[src/rtl/dmem_port_arbiter.sv]
// Data-memory port arbiter: core-priority access to a single-ported synchronous memory,
// with a starvation guard for the DMA/debug requester and 1-cycle read-response routing.
module dmem_port_arbiter #(
  parameter int unsigned ADDR_W     = 32,
  parameter int unsigned DATA_W     = 32,
  parameter int unsigned STARVE_MAX = 3
) (
  input  logic                clk,
  input  logic                rst_n,
  input  logic                core_req,
  input  logic                core_we,
  input  logic [ADDR_W-1:0]   core_addr,
  input  logic [DATA_W-1:0]   core_wdata,
  input  logic [DATA_W/8-1:0] core_be,
  output logic                core_gnt,
  output logic                core_stall,
  output logic                core_rvalid,
  output logic [DATA_W-1:0]   core_rdata,
  input  logic                dma_req,
  input  logic                dma_we,
  input  logic [ADDR_W-1:0]   dma_addr,
  input  logic [DATA_W-1:0]   dma_wdata,
  input  logic [DATA_W/8-1:0] dma_be,
  output logic                dma_gnt,
  output logic                dma_rvalid,
  output logic [DATA_W-1:0]   dma_rdata,
  output logic                mem_en,
  output logic                mem_we,
  output logic [ADDR_W-1:0]   mem_addr,
  output logic [DATA_W-1:0]   mem_wdata,
  output logic [DATA_W/8-1:0] mem_be,
  input  logic [DATA_W-1:0]   mem_rdata
);

  localparam int unsigned CNT_W = $clog2(STARVE_MAX + 1);
  localparam logic [CNT_W-1:0] STARVE_LIM = CNT_W'(STARVE_MAX);

  typedef enum logic [1:0] {
    RSP_NONE,
    RSP_CORE,
    RSP_DMA
  } rsp_state_t;

  rsp_state_t       rsp_state, rsp_state_nxt;
  logic [CNT_W-1:0] starve_cnt, starve_cnt_nxt;
  logic             dma_win;

  // DMA wins when alone, or when it has lost STARVE_MAX arbitrations in a row.
  always_comb begin
    dma_win    = dma_req & (~core_req | (starve_cnt == STARVE_LIM));
    dma_gnt    = dma_win;
    core_gnt   = core_req & ~dma_win;
    core_stall = core_req & ~core_gnt;
  end

  always_comb begin
    mem_en    = core_gnt | dma_gnt;
    mem_we    = 1'b0;
    mem_addr  = '0;
    mem_wdata = '0;
    mem_be    = '0;
    if (dma_gnt) begin
      mem_we    = dma_we;
      mem_addr  = dma_addr;
      mem_wdata = dma_wdata;
      mem_be    = dma_be;
    end else if (core_gnt) begin
      mem_we    = core_we;
      mem_addr  = core_addr;
      mem_wdata = core_wdata;
      mem_be    = core_be;
    end
  end

  always_comb begin
    starve_cnt_nxt = starve_cnt;
    if (!dma_req || dma_gnt) begin
      starve_cnt_nxt = '0;
    end else if (starve_cnt != STARVE_LIM) begin
      starve_cnt_nxt = starve_cnt + CNT_W'(1);
    end
  end

  always_comb begin
    rsp_state_nxt = RSP_NONE;
    if (core_gnt && !core_we) begin
      rsp_state_nxt = RSP_CORE;
    end else if (dma_gnt && !dma_we) begin
      rsp_state_nxt = RSP_DMA;
    end
  end

  always_ff @(posedge clk or negedge rst_n) begin
    if (!rst_n) begin
      rsp_state  <= RSP_NONE;
      starve_cnt <= '0;
    end else begin
      rsp_state  <= rsp_state_nxt;
      starve_cnt <= starve_cnt_nxt;
    end
  end

  // Read data arrives one cycle after the grant; only the owner sees it.
  always_comb begin
    core_rvalid = (rsp_state == RSP_CORE);
    dma_rvalid  = (rsp_state == RSP_DMA);
    core_rdata  = core_rvalid ? mem_rdata : '0;
    dma_rdata   = dma_rvalid  ? mem_rdata : '0;
  end

endmodule

[config.mk]
export PLATFORM = sky130hd
export DESIGN_NAME = dmem_port_arbiter
export DESIGN_NICKNAME = d
export VERILOG_FILES = /design/src/rtl/dmem_port_arbiter.sv
export SDC_FILE = /design/constraint.sdc
export NUM_CORES = 1
export LEC_CHECK = 0
export CORE_AREA = 5 5 118 120
export DETAILED_ROUTE_END_ITERATION = 12
export DIE_AREA = 0 0 123 125
export PLACE_DENSITY = 0.61
export SLEW_MARGIN = 15
export SYNTH_ARGS = -nofsm -noshare
export SYNTH_HDL_FRONTEND = slang
export SYNTH_SLANG_ARGS = --single-unit
[constraint.sdc]
create_clock -name clk -period 4.1 [get_ports clk]
set_input_delay 0.82 -clock clk [delete_from_list [all_inputs] [get_ports clk]]
set_output_delay 0.82 -clock clk [all_outputs]
set_load 0.02 [all_outputs]
== After elaboration in Yosys (flattened, before gate mapping) ==
Cells that the tools add are included.
Cells by class
  equality and inequality tests: 4
  multiply operators: 0
  bitwise logic cells: 8
  reduce and logical (&&, ||, !) cells: 7
  shift-type cells: 0
  order comparisons: 0
  multiplexer cells: 14
  add/sub/neg operators: 1
  div/mod/pow operators: 0
Operators by type and width (number)
  2-to-1 mux 32 bit: 6
  2-to-1 mux 2 bit: 4
  2-to-1 mux 4 bit: 2
  equality test 2 bit (second input constant): 2
  AND 1 bit: 3
  zero test 1 bit: 3
  inverter 1 bit: 3
  adder 2 x 1 -> 2 bit (second input constant): 1
  equality test 2 x 1 -> 1 bit (second input constant): 1
  logical AND 1 bit: 2
  2-to-1 mux 1 bit: 2
  inequality test 2 bit (second input constant): 1
  bitwise OR 1 bit: 2
  nonzero test 2 bit: 1
  logical OR 1 bit: 1
Word-level totals
  logic and storage cells: 36
  bits of input ports: 174
  register bits after elaboration: 4
  memory bits (writable): 0
  bits in latches: 0
  output and inout bits: 139
  memories: 0
  bits in read-only memories: 0

== Logic depth before layout (Yosys ltp) ==
  word-level depth: 7
  mapped depth: 5
  mapped depth without buffers: 3

== Least setup slack after synthesis ==
No wires, ideal clock.
  path type: input-to-output
  from: input port dma_req
  to: output port mem_addr[0]
  stages on the path: 3
  data required time: 3.280 ns
  buffers on the path: 2
  path slack: 1.719 ns
  arrival: 1.561 ns
  cell sequence: buf_2 -> clkbuf_1 -> a32o_1
Between the ends
  word-level cells in the longest chain between the ends: 5
Ends and longest elaborated chain
  start: declaration: line 19  | input logic dma_req,
  AND 1 bit *: line 50  | dma_win = dma_req & (~core_req | (starve_cnt == STARVE_LIM));
  inverter 1 bit: line 52  | core_gnt = core_req & ~dma_win;
  AND 1 bit: line 52
  2-to-1 mux 32 bit: line 67  | end else if (core_gnt) begin
  2-to-1 mux 32 bit *: line 62  | if (dma_gnt) begin
  end: declaration: line 29  | output logic [ADDR_W-1:0] mem_addr,
Every way passes the cells marked *; elsewhere a longest branch is shown, timed or not.

== Worst setup path in the final report ==
  from: input port core_req
  to: output port mem_wdata[11]
Between the ends
  word-level cells in the longest chain between the ends: 7
Ends and longest elaborated chain
  start: declaration: line 10  | input logic core_req,
  inverter 1 bit: line 50
  bitwise OR 1 bit: line 50
  AND 1 bit: line 50
  inverter 1 bit: line 52
  AND 1 bit: line 52
  2-to-1 mux 32 bit: line 67
  2-to-1 mux 32 bit *: line 62
  end: declaration: line 30  | output logic [DATA_W-1:0] mem_wdata,
Marks and branches as above.

==> qor.tcl <==
set qor(synth.distinct_cells) 17
set qor(synth-seq-cells) 4
set qor(fin_crit_sh_pct) 89.67
set qor(slew-limit-headroom_pct) 68.06
set qor(worstSkewPairLatency_ps) 220
set qor(regToRegEndpoint) {rsp_state[0]$_DFF_PN0_}
set qor(worst-r2r-setup-slack_ps) 2670
set qor(synth-seq-area-share_pct) 6.826
set qor(most_common_cell_in_the_netlist) {sky130_fd_sc_hd__a32o_1}
set qor(cts-root-buf) {sky130_fd_sc_hd__clkbuf_16}
set qor(cts_hold_repair.buffers) 0
set qor(launch_instance_of_the_worst_register_to_register_path) {starve_cnt[0]$_DFFE_PN0P_}
set qor(synth_enable_flop_cells) 0
set qor(design.portCount) 313
set qor(min_from) {starve_cnt[0]$_DFFE_PN0P_}
set qor(detail_route.first_pass.iterations) 4
set qor(buffer_ports.inserted) 312
set qor(timing.max_cap.violations) 0
set qor(synth_to_layout_area_growth_pct) 226.3
set qor(mappedNetlistNets) 354
set qor(design.die.area_sq_mm) 0.01538
set qor(clockBufferDepth) 2
set qor(chipHeight_um) 125
set qor(number_of_global_route_vias_before_repair) 3030
set qor(start_kind) {input port}
set qor(antenna_left) 0
set qor(fmax_mhz) 272.0
set qor(global_route.usage.total_pct) 12.97
set qor(power.leakage_nw) 1.712
set qor(grt_remaining_overflow) 0
set qor(synth.mux.area_fraction_pct) 0
set qor(path_clk_slew_ps) 30
set qor(worstMarginPinSlew_ps) 479.1
set qor(syn-cell-area_sq_mm) 0.001466
set qor(finClkSkew_ps) 2.684
set qor(detailedRoute.firstIterationViolations) 89
set qor(pwr_density_cell_mw_per_mm2) 153.4
set qor(num_vias) 2783
set qor(post-route-worst-setup-slack_ps) 423.7
set qor(gp_congestion) 0.8117
set qor(wl_per_cell_um) 17.22
set qor(numnets_final) 649
set qor(holdCritPathClass) {register to register}
set qor(worstRegToRegCells) 4
set qor(ys.warnings.count) 0
set qor(drv_slew) 0
set qor(ir_drop_mv) 0.08499
set qor(vias_per_cell) 4.295
set qor(post_synth_main_area_contributors) {sky130_fd_sc_hd__a32o_1 47%, sky130_fd_sc_hd__and2_1 28%, sky130_fd_sc_hd__dfrtp_1 6.8%}
set qor(postSynth.asyncResetShare_pct) 100.0
set qor(synth-compound-area-share_pct) 47.87
set qor(cts-htree-levels) 1
set qor(clock_tree_from_tritoncts) {done}
set qor(synth_fa_ha_area_share_pct) 0.8532
set qor(placement.setup.worst_slack_ps) 449.2
set qor(post_cts_setup_driven_buffer_insertion_count) 0
set qor(post-synth-top-area-cell) {sky130_fd_sc_hd__a32o_1}
set qor(grt_start_max_net_pins) 70
set qor(run_status) {complete, no violations}
set qor(layout_min_cycle_time_ps) 3676
set qor(drc) 0
set qor(layout-drive-gt1-share_pct) 2.966
set qor(min_path_cells) 1
set qor(synth_xor_area_share_pct) 0
set qor(cp_data_required_time_ps) 3280
set qor(tritoncts_buffer_count) 3
set qor(ys_top_cells_by_count) {69 x sky130_fd_sc_hd__a32o_1, 65 x sky130_fd_sc_hd__and2_1, 11 x sky130_fd_sc_hd__buf_2}
set qor(cts.repair.resized) 0
set qor(largest_family_of_logic_cells_by_synthesized_area) {compound AO/OA/AOI/OAI gates}
set qor(hold_viol_final) 0
set qor(clock_sinks) 4
set qor(fp-row-count) 42
set qor(chipWidth_um) 123
set qor(final.setup.tns_ps) 0
set qor(first_pass_grt_wire_length_um) 15820
set qor(grt_antenna_before_repair) 0
set qor(min_to) {starve_cnt[0]$_DFFE_PN0P_}
set qor(synthCells) 179
set qor(synth_top_area_share_pct) 47.10
set qor(grt_setup_unrepaired) {no}
set qor(synth_simple_gate_area_share_pct) 32.00
set qor(crit_fanout) 47
set qor(end_kind) {output port}
set qor(dp.final_hpwl_um) 9401
set qor(initial_utilization_pct) 11.39
set qor(cp.arrival_ps) 2860
set qor(antenna_cells) 0
set qor(postRouteWirelength_um) 11160
set qor(syn_area_per_cell_sq_um) 8.192
set qor(ys_dominant_reg_cell) {sky130_fd_sc_hd__dfrtp_1}
set qor(core_area_sq_mm) 0.01287
set qor(setup_viol_count_final) 0
set qor(critical_path_class) {input port to output port}
-- routing by layer --
metal	share of wire [%]	GRT usage, %	wire length, um
met2	54	26.60	6003
met5	0	0	0
met4	1.8	3.322	197
met1	31	11.52	3507
met3	13	4.697	1452
-- worst max-delay path by stage --
stage | cells past startpoint | end | start | slack [ps]
final | 5 | mem_wdata[11] | core_req | 420
after global routing | 5 | mem_wdata[11] | core_req | 290
after CTS | 5 | mem_wdata[11] | core_req | 430
after detailed placement | 5 | mem_addr[4] | core_req | 450
after global placement | 5 | mem_wdata[11] | core_req | 480
after floorplan | 3 | mem_addr[0] | dma_req | 1720
-- registers in the layout (all words and copies together), names as in the netlist --
register and flops:
rsp_state 2, starve_cnt 2
-- layout make-up --
| class | count | area (sq um) |
|---|---|---|
| clock buffers | 3 | 75.07 |
| multi-input cells | 146 | 1194 |
| repair buffers | 319 | 3196 |
| fillers | 1322 | 8090 |
| flip-flops and latches | 4 | 100.1 |
| well taps | 176 | 220.2 |
-- power breakdown --
part           switching, mW  total, mW  internal [mW]
combinational          0.221      0.543          0.322
clock                 0.0248      0.149          0.124
sequential          0.000782     0.0423         0.0416
-- through the flow --
stage | area, sq um | std cells | utilization (%) | hold WS [ps] | total power, mW
floorplan | 1466 | 179 | - | 415.9 | 0.2542
global placement | 4710 | 645 | 36.58 | 431.0 | 0.5845
detailed placement | 4710 | 645 | 36.58 | 467.8 | 0.5878
CTS | 4785 | 648 | 37.16 | 471.4 | 0.7418
global route | 4785 | 648 | 37.16 | 479.5 | 0.7695
finish | 4785 | 648 | 37.16 | 455.6 | 0.7340
-- layout by cell type (no fill, tap or decap), drive strengths merged --
cell type,Yosys,routed
clkdlybuf4s50,0,311
a32o,69,69
and2,65,65
buf,20,8
dfrtp,4,4
nor2b,3,3
clkbuf,9,3
nand2b,1,1
a21boi,1,1
and3,1,1
or2,1,1
and3b,1,1
nand2,1,1
nor3b,1,1
nor3,1,1
ha,1,1
-- worst max-delay path: stages --
cell                              delay (ps)
sky130_fd_sc_hd__clkdlybuf4s50_1         560
sky130_fd_sc_hd__a21boi_4                210
sky130_fd_sc_hd__buf_4                   420
sky130_fd_sc_hd__a32o_1                  190
sky130_fd_sc_hd__clkdlybuf4s50_1         630
-- cell families after synthesis --
kind of cell / count (synthesis)
and+or+nand+nor: 75
AOI/OAI and AO/OA: 70
buffers and inverters: 29
DFF: 4
adders and majority gates: 1
Power figures use the tool's default switching activity.
